### src/rtl/tetris_ctrl.sv
// Sequencing controller for the tetris datapath: turns buttons and a gravity timer into
// command strobes and walks each piece through spawn, check, play, land, clear and compact.
module tetris_ctrl #(
    parameter int unsigned DROP_TICKS = 25_000_000,
    parameter int unsigned TIMEOUT    = 1024
) (
    input  logic clk,
    input  logic clr,
    input  logic start,
    input  logic pause,
    input  logic U,
    input  logic D,
    input  logic L,
    input  logic R,
    input  logic move_comp,
    input  logic down_comp,
    input  logic die,
    input  logic remove_2_finish,
    input  logic shift_finish,
    output logic gen_random,
    output logic isdie,
    output logic moveT,
    output logic move_down,
    output logic remove_1,
    output logic remove_2,
    output logic shift,
    output logic u,
    output logic d,
    output logic l,
    output logic r,
    output logic stop,
    output logic auto_down,
    output logic game_over,
    output logic err
);

    localparam int unsigned GW = $clog2(DROP_TICKS);
    localparam int unsigned TW = $clog2(TIMEOUT + 1);
    localparam logic [GW-1:0] GravMax = GW'(DROP_TICKS - 1);
    localparam logic [TW-1:0] WaitMax = TW'(TIMEOUT - 1);

    typedef enum logic [3:0] {
        StIdle, StGen, StChk, StPlay, StMove, StDown, StRem1, StRem2, StShift, StOver
    } state_e;

    state_e        state_q, state_d;
    logic [3:0]    btn_q, btn_prev_q, btn_edge;  // {U, D, L, R}
    logic          start_prev_q;
    logic          move_comp_q, down_comp_q, rem2_fin_q, shift_fin_q;
    logic [GW-1:0] grav_q, grav_d;
    logic [TW-1:0] wait_q, wait_d;
    logic          chk_q, chk_d;
    logic [3:0]    dir_q, dir_d;                 // {u, d, l, r}
    logic          auto_q, auto_d;
    logic          err_d;
    logic          wait_active, wait_hit, timeout;

    assign btn_edge    = btn_q & ~btn_prev_q;
    assign wait_active = (state_q == StMove) || (state_q == StDown) ||
                         (state_q == StRem2) || (state_q == StShift);
    assign wait_hit    = (wait_q == WaitMax);

    always_comb begin
        state_d = state_q;
        grav_d  = grav_q;
        chk_d   = 1'b0;
        dir_d   = dir_q;
        auto_d  = auto_q;
        err_d   = err;
        timeout = 1'b0;
        unique case (state_q)
            StIdle: begin
                if (start) begin
                    state_d = StGen;
                    err_d   = 1'b0;
                end
            end
            StGen: begin
                grav_d  = '0;
                state_d = StChk;
            end
            StChk: begin
                if (!chk_q) chk_d = 1'b1;
                else        state_d = die ? StOver : StPlay;
            end
            StPlay: begin
                if (!pause) begin
                    if (grav_q == GravMax) begin
                        state_d = StDown;
                        grav_d  = '0;
                        dir_d   = 4'b0100;
                        auto_d  = 1'b1;
                    end else begin
                        grav_d = grav_q + 1'b1;
                        auto_d = 1'b0;
                        // Fixed priority D > U > L > R; losing edges are dropped.
                        if (btn_edge[2]) begin
                            state_d = StDown;
                            dir_d   = 4'b0100;
                        end else if (btn_edge[3]) begin
                            state_d = StMove;
                            dir_d   = 4'b1000;
                        end else if (btn_edge[1]) begin
                            state_d = StMove;
                            dir_d   = 4'b0010;
                        end else if (btn_edge[0]) begin
                            state_d = StMove;
                            dir_d   = 4'b0001;
                        end
                    end
                end
            end
            StMove: begin
                if (move_comp_q)   state_d = StPlay;
                else if (wait_hit) timeout = 1'b1;
            end
            StDown: begin
                if (down_comp_q) begin
                    state_d = StRem1;
                end else if (move_comp_q) begin
                    state_d = StPlay;
                    grav_d  = '0;
                end else if (wait_hit) begin
                    timeout = 1'b1;
                end
            end
            StRem1: state_d = StRem2;
            StRem2: begin
                if (rem2_fin_q)    state_d = StShift;
                else if (wait_hit) timeout = 1'b1;
            end
            StShift: begin
                if (shift_fin_q)   state_d = StGen;
                else if (wait_hit) timeout = 1'b1;
            end
            StOver: begin
                if (start && !start_prev_q) state_d = StGen;
            end
            default: state_d = StIdle;
        endcase
        if (timeout) begin
            state_d = StOver;
            err_d   = 1'b1;
        end
        wait_d = (!wait_active || state_d != state_q) ? '0 : wait_q + 1'b1;
    end

    always_ff @(posedge clk or negedge clr) begin
        if (!clr) begin
            state_q      <= StIdle;
            btn_q        <= '0;
            btn_prev_q   <= '0;
            start_prev_q <= 1'b0;
            move_comp_q  <= 1'b0;
            down_comp_q  <= 1'b0;
            rem2_fin_q   <= 1'b0;
            shift_fin_q  <= 1'b0;
            grav_q       <= '0;
            wait_q       <= '0;
            chk_q        <= 1'b0;
            dir_q        <= '0;
            auto_q       <= 1'b0;
        end else begin
            state_q      <= state_d;
            btn_q        <= {U, D, L, R};
            btn_prev_q   <= btn_q;
            start_prev_q <= start;
            // Completion flags only register inside their own wait state.
            move_comp_q  <= move_comp & ((state_q == StMove) || (state_q == StDown));
            down_comp_q  <= down_comp & (state_q == StDown);
            rem2_fin_q   <= remove_2_finish & (state_q == StRem2);
            shift_fin_q  <= shift_finish & (state_q == StShift);
            grav_q       <= grav_d;
            wait_q       <= wait_d;
            chk_q        <= chk_d;
            dir_q        <= dir_d;
            auto_q       <= auto_d;
        end
    end

    always_ff @(posedge clk or negedge clr) begin
        if (!clr) begin
            gen_random   <= 1'b0;
            isdie        <= 1'b0;
            moveT        <= 1'b0;
            move_down    <= 1'b0;
            remove_1     <= 1'b0;
            remove_2     <= 1'b0;
            shift        <= 1'b0;
            {u, d, l, r} <= 4'b0000;
            stop         <= 1'b1;
            auto_down    <= 1'b0;
            game_over    <= 1'b0;
            err          <= 1'b0;
        end else begin
            gen_random   <= (state_d == StGen);
            isdie        <= (state_d == StChk);
            moveT        <= (state_d == StMove);
            move_down    <= (state_d == StDown);
            remove_1     <= (state_d == StRem1);
            remove_2     <= (state_d == StRem2);
            shift        <= (state_d == StShift);
            {u, d, l, r} <= (state_d == StMove || state_d == StDown) ? dir_d : 4'b0000;
            stop         <= (state_d == StIdle) || (state_d == StOver) ||
                            ((state_d == StPlay) && pause);
            auto_down    <= (state_d == StDown) && auto_d;
            game_over    <= (state_d == StOver);
            err          <= err_d;
        end
    end

endmodule
### config.mk
export PLATFORM = sky130hd
export DESIGN_NAME = tetris_ctrl
export DESIGN_NICKNAME = d
export VERILOG_FILES = /design/src/rtl/tetris_ctrl.sv
export SDC_FILE = /design/constraint.sdc
export NUM_CORES = 1
export LEC_CHECK = 0
export ABC_AREA = 0
export CAP_MARGIN = 15
export CORE_ASPECT_RATIO = 1.4
export CORE_MARGIN = 3
export CORE_UTILIZATION = 45
export CTS_BUF_LIST = sky130_fd_sc_hd__clkbuf_4 sky130_fd_sc_hd__clkbuf_8
export DETAILED_ROUTE_END_ITERATION = 16
export PLACE_DENSITY = 0.65
export SLEW_MARGIN = 0
export SYNTH_ARGS = -nofsm -noshare
export SYNTH_HDL_FRONTEND = slang
export SYNTH_SLANG_ARGS = --single-unit
### constraint.sdc
create_clock -name clk -period 3 [get_ports clk]
set_input_delay 0.6 -clock clk [delete_from_list [all_inputs] [get_ports clk]]
set_output_delay 0.6 -clock clk [all_outputs]
set_load 0.02 [all_outputs]
==> summary.txt, run 1 <==
Clock network
  – PostCTS Resize Cnt: 0
  – Clock latency reported for the late side of the worst-skew pair: between 0.3 and 0.4 ns
  – CTS Buffer Depth: 2
  – H-tree lvl count: 3
  – Clk slew on worst S/H paths: 0.08 ns
  – # Post-CTS Setup Buffers: 0
  – Number of buffers inserted during clock tree synthesis: 9
  – CTS sink count: 74
  – Number of hold buffers added after CTS: 0
  – Clock tree from TritonCTS: built
  – CTS Root Buffer Type: clkbuf_8

Power and ir drop
  – Leakage power: 1.751 nW
  – Net switching power: 0.001167 W
  – Portion of total power attributed to the clock network: 24.5%
  – Switching share of power: 36.72%
  – Internal power contribution: 0.002011 W
  – Total power divided by cell area: 762.4 nW/um2
  – Combinational fraction of design power: 35.9%
  – Max VDD drop: 0.3805 mV
  – Sequential Power Share: 39.6%
  – Power consumption: 0.003178 W

Cells and area
  – Nets: 411
  – Synthesis-to-layout area growth: 17.66%
  – Share of cells above drive strength 1: 11.47%
  – Final design area excluding fillers: 4169 um2
  – Final core area utilization: 55.59%
  – Number of diodes added for antenna fixing: 0

STA
  – Clock skew: 0.007001 ns
  – Final setup violation count: 0
  – Clock period minus final worst setup slack: 2.642 ns
  – Number of slew-limit violations in the final report: 0
  – Total negative slack for setup checks: 0 ns
  – Slew of the pin with the lowest slew margin: about 0.61 ns
  – Final Hold Violating Endpoints: 0
  – Worst slew margin relative to its limit: 59.33%
  – RSZ-0062 raised after global routing: false
  – Share of the clock period used by the worst path after layout: 88.06%
  – Upper clock frequency limit: 378.5 MHz

Setup path
  – Max Fanout on Critical Path: 20
  – Biggest cell delay along the critical path: around 0.7 ns
  – Arrival time reported for the critical path endpoint: 2.91 ns
  – Kind of capture point of the worst setup path: flop
  – CP max stage cell: dfrtp_1
  – Chain of cells forming the critical path: nand2b_1 -> a311oi_1 -> nor3b_1 -> o31ai_1 -> o2111ai_2 -> nor2_1
  – CP startpoint kind: flop
  – Kind of critical path: flop to flop
  – Worst Path Buf+Inv: 0
  – Cell class contributing the biggest share of worst-path delay: compound AO/OA/AOI/OAI gates
  – Critical Path RT: around 3.3 ns

Hold path
  – Path category of the worst min-delay check: input port to asynchronous set/reset pin

GRT
  – Global routing met2 resource utilization: a little under a third
  – Largest net degree at the start of global routing: 28
  – Global routing usage on met3: 3.902%
  – Met1 global-route usage: 22.96%
  – Aggregate global routing overflow: 0
  – Total global routing track utilization: 18.97%
  – Busiest layer in global routing: met2
  – Number of antenna violations at the first check in global routing: 0
  – Via count of the first global-routing pass: about 2900
  – First-pass GRT wire length: 13.30 mm

Drt
  – ANT nets after route: 0
  – Vias per Instance: 5.578
  – Final routed wirelength across all metal layers: between 7 and 8 mm
  – Initial DRC Count: 100
  – Via count: between 2000 and 3000
  – Routed len/inst: 15.41 um
  – Remaining routing DRC violations: 0
  – Pre-Repair DR Iteration Count: 4

Floorplanning
  – Starting Density: 47.25%
  – Die width: 81.00 um
  – Standard-cell rows: 37
  – Standard cell core area: 7500 um2
  – Die height: 111.0 um
  – Number of top-level pins: 28
  – Area of the die: 8990 um2

Flow run
  – Max-cap violations: 0

Placement
  – Global placement routability congestion: 0.8802
  – Detail Placement HPWL: between 5 and 6 mm
  – Count of input and output buffers: 27
  – Placed instance area: a little under 4000 um2

Synth
  – Gate count after technology mapping: 358
  – Top cells by instance count after synthesis: dfrtp_1, nor2_1, nand2_1
  – Fraction of synthesis flops using an asynchronous set or reset pin: 100.0%
  – Post-Syn Nets: ~370
  – Cell taking the most area after synthesis: dfrtp_1
  – Most frequently used flop master after synthesis: dfrtp_1
  – Sequential-to-total area share from yosys stat: a little over half
  – Count of unique library cells instantiated by Yosys: 57
  – Flop and latch count out of synthesis: 74
  – Most area-consuming cells after synthesis: dfrtp_1, nor2_1, o21ai_0, nand2_1, xnor2_1
  – Cell with the most instances after synthesis: dfrtp_1
  – Synthesis warning total: 0
  – Proportion of netlist area held by the largest area contributor: about half
  – Post-synthesis instance area: around 3500 um2
  – Number of enable flip-flop cells after synthesis: 0
  – Avg Synthesized Cell Area: 9.898 um2

Outcome
  – Outcome: completed
==> power groups by stage <==
stage / registers, W / logic (W) / clock network (W)
floorplan: 0.00123 / 0.000791 / 0
global route: 0.00128 / 0.00127 / 0.000853
global placement: 0.00127 / 0.00113 / 0
finish: 0.00126 / 0.00114 / 0.000780
CTS: 0.00126 / 0.00114 / 0.000800
detailed placement: 0.00128 / 0.00114 / 0
==> layer usage <==
layer / share of wire [%] / up-vias
met5: 0 / -
met4: 1.7 / 0
met3: 2.9 / 10
met2: 52 / 54
met1: 44 / 1358
li1: - / 1356
==> cell type report <==
class,count,area (um2)
clock inverters,4,51.30
repair buffers,41,370.4
multi-input cells,260,1583
well taps,97,121.4
clock buffers,12,152.6
fillers,669,3331
flip-flops and latches,74,1853
inverters,10,37.54
==> layout by cell type, fill, tap and decap left out, drive strengths merged, types with 9 or more instances in the layout <==
cell,n
inv,10
and3,9
nor3,11
nand3,14
o31ai,9
xnor2,9
nor2,45
o21ai,31
buf,15
dfrtp,73
clkdlybuf4s50,26
nand2,29
a21oi,9
clkbuf,12
nor2b,11
==> worst reg2reg max path, cell delays in order, from the launching register on <==
cell and delay, ns:
dfrtp_1 0.69, nand2b_1 0.24, a311oi_1 0.59, nor3b_1 0.19, o31ai_1 0.31, o2111ai_2 0.35, nor2_1 0.21
==> through the flow <==
stage | instances | setup WS (ns) | hold WS [ns]
floorplan | 358 | 0.9175 | 0.3044
global placement | 482 | 0.2922 | 0.3547
detailed placement | 482 | 0.2147 | 0.3595
CTS | 498 | 0.3459 | 0.2809
global route | 498 | 0.1136 | 0.3059
finish | 498 | 0.3582 | 0.2639
==> sequential cells by signal, indices dropped and copies added, names as in the netlist, 4 cells and up <==
| name | count |
|---|---|
| btn_q | 4 |
| btn_prev_q | 4 |
| dir_q | 4 |
| wait_q | 11 |
| grav_q | 25 |
| state_q | 4 |
==> worst paths after layout <==
path / start / endpoint / slack (ns) / cells past startpoint
setup / recovery: state_q[2]$_DFF_PN0_ / wait_q[2]$_DFF_PN0_ / 0.36 / 6
hold / removal: clr / remove_1$_DFF_PN0_ / 0.26 / 1
setup reg to reg: state_q[2]$_DFF_PN0_ / wait_q[2]$_DFF_PN0_ / 0.36 / 6
hold reg to reg: btn_q[3]$_DFF_PN0_ / btn_prev_q[3]$_DFF_PN0_ / 0.37 / 0
max in group asynchronous: clr / wait_q[9]$_DFF_PN0_ / 1.95 / 2
min in group clk: btn_q[3]$_DFF_PN0_ / btn_prev_q[3]$_DFF_PN0_ / 0.37 / 0
==> kinds of logic after synthesis <==
kind of cell	after synthesis	synth area share [%]
compound gates	74	14.37
xor+xnor	16	3.955
fa+ha+maj	2	0.7061
buf+inv	24	3.037
flops	74	52.30
mux	4	1.130
simple gates	164	24.51
Note: power is estimated with default switching activity, not from simulation.
==> inputs of run 2 (changes only) <==
- CORE_MARGIN: 3 -> 2
- HOLD_SLACK_MARGIN: default -> 0.06
==> summary.txt, run 2 (same netlist as run 1, synthesis figures left out) <==
Outcome
  – Outcome: completed

Setup path
  – Cells on worst reg2reg path: 7
  – CP startpoint kind: flop
  – Arrival time reported for the critical path endpoint: roughly 2.8 ns
  – Kind of critical path: flop to flop
  – Kind of capture point of the worst setup path: flop
  – Critical R2R Capture: wait_q[2]$_DFF_PN0_
  – Startpoint of the most critical register-to-register path: state_q[3]$_DFF_PN0_
  – Setup slack, reg-to-reg: 0.43 ns
  – Max Fanout on Critical Path: 17
  – Critical Path RT: between 3 and 4 ns

STA
  – Final worst-path setup slack: roughly 0.43 ns
  – Final setup violation count: 0
  – Clock skew: 0.004381 ns
  – Share of the clock period used by the worst path after layout: 85.78%
  – Worst slew margin relative to its limit: 50.61%
  – Slew of the pin with the lowest slew margin: 0.7408 ns
  – Final Hold Violating Endpoints: 0
  – Clock period minus final worst setup slack: about 2.6 ns
  – RSZ-0062 raised after global routing: false
  – Number of slew-limit violations in the final report: 0
  – Minimum hold slack: 0.3134 ns
  – Total negative slack for setup checks: 0 ns
  – Upper clock frequency limit: 388.6 MHz

Drt
  – ANT nets after route: 0
  – Pre-Repair DR Iteration Count: 5
  – Initial DRC Count: 199
  – Vias per Instance: ~5.5
  – Via count: 2751
  – Routed len/inst: 15.01 um
  – Final routed wirelength across all metal layers: 7.489 mm
  – Remaining routing DRC violations: 0

Floorplanning
  – Die width: 79.00 um
  – Number of top-level pins: 28
  – Starting Density: 46.00%
  – Standard-cell rows: 38
  – Standard cell core area: 7702 um2
  – Die height: 109.0 um
  – Area of the die: roughly 8600 um2

Power and ir drop
  – Leakage power: 1.755 nW
  – Total power divided by cell area: approximately 770 nW/um2
  – Max VDD drop: roughly 0.43 mV

Clock network
  – Clk slew on worst S/H paths: 0.07 ns
  – PostCTS Resize Cnt: 0
  – Number of hold buffers added after CTS: 0
  – Clock tree from TritonCTS: built
  – Number of buffers inserted during clock tree synthesis: 9
  – # Post-CTS Setup Buffers: 0
  – CTS Root Buffer Type: clkbuf_8
  – CTS sink count: 74
  – CTS Buffer Depth: 2
  – Clock latency reported for the late side of the worst-skew pair: 0.35 ns
  – H-tree lvl count: 3

Placement
  – Count of input and output buffers: 27
  – DP Worst Slack: 0.2168 ns
  – Global placement routability congestion: 0.8623
  – Detail Placement HPWL: 5.422 mm

Hold path
  – Path category of the worst min-delay check: input port to asynchronous set/reset pin

GRT
  – Largest net degree at the start of global routing: 34
  – Number of antenna violations at the first check in global routing: 0
  – Via count of the first global-routing pass: 2773
  – Total global routing track utilization: 19.68%
  – Aggregate global routing overflow: 0
  – First-pass GRT wire length: ~13 mm

Cells and area
  – Biggest register: grav_q
  – Biggest registers after layout: grav_q (25), wait_q (11)
  – Filler instances: approximately 730
  – Flip-flop count of the largest register, all copies and words added: 25
  – Highest-count cells in the layout ignoring fill and taps: dfrtp_1, nor2_1, nand2_1, o21ai_0, clkdlybuf4s50_1
  – Multi-input logic area: 1583 um2
  – Most common cell after layout, fill and taps aside: dfrtp_1
  – Nets: ~400
  – Share of cells above drive strength 1: 11.03%
  – Number of diodes added for antenna fixing: 0
  – Final core area utilization: 54.24%
  – Synthesis-to-layout area growth: 17.90%
  – Register area: 1853 um2

Flow run
  – Max-cap violations: 0
==> run 2: changes by cell type in the layout (fill, tap and decap cells not counted), sizes merged <==
| cell | change |
|---|---|
| bufinv | +1 |
| clkinv | +1 |
| clkinvlp | -1 |
| clkbuf | -1 |
| buf | -2 |
==> run 2: stage by stage <==
stage	power (W)	instance area, um2	cells
CTS	0.003234	4178	499
floorplan	0.002021	3543	358
detailed placement	0.002365	3954	483
global placement	0.002348	3954	483
global route	0.003430	4178	499
finish	0.003203	4178	499
==> run 2: how the worst max path moves through the flow <==
stage,from,end,cells after the start
5_1_grt,state_q[3]$_DFF_PN0_,wait_q[3]$_DFF_PN0_,7
2_1_floorplan,grav_q[23]$_DFFE_PN0P_,wait_q[2]$_DFF_PN0_,8
3_5_place_dp,start,wait_q[10]$_DFF_PN0_,8
6_report,state_q[3]$_DFF_PN0_,wait_q[2]$_DFF_PN0_,7
3_3_place_gp,start,wait_q[7]$_DFF_PN0_,8
4_1_cts,state_q[3]$_DFF_PN0_,wait_q[4]$_DFF_PN0_,7
==> run 2: power by group <==
part / switching (W) / internal [W]
sequential: 0.000117 / 0.00112
clock: 0.000360 / 0.000499
combinational: 0.000670 / 0.000435
==> run 2: critical path, stage by stage, from the launching register on <==
cell	delay (ns)
dfrtp_1	0.65
nand4bb_1	0.28
nor4_1	0.10
a311oi_1	0.40
o211ai_2	0.22
o21a_1	0.22
o2111ai_2	0.46
nor2_1	0.11
==> run 2: final cells by class <==
| type | instances | share of cell area, % |
|---|---|---|
| sequential | 74 | 44.35 |
| timing repair buffer | 39 | 8.506 |
| inverter | 10 | 0.8985 |
| multi-input combinational | 260 | 37.89 |
| clock inverter | 5 | 1.887 |
| clock buffer | 11 | 3.474 |
| tap | 100 | 2.995 |
==> run 2: layer usage <==
metal | global-route usage [%] | share of wire, % | wire, um | vias up
met3 | 4.884 | 3.1 | 232 | 15
met1 | 23.35 | 41 | 3107 | 1345
met4 | 8.867 | 2.2 | 168 | 0
met5 | 0 | 0 | 0 | -
met2 | 33.60 | 53 | 3981 | 45
li1 | - | - | - | 1346
==> inputs of run 3 (changes only) <==
- CAP_MARGIN: 15 -> 20
==> results of run 3 <==
Same layout as run 2: the final DEF is identical, and so are final timing and power.
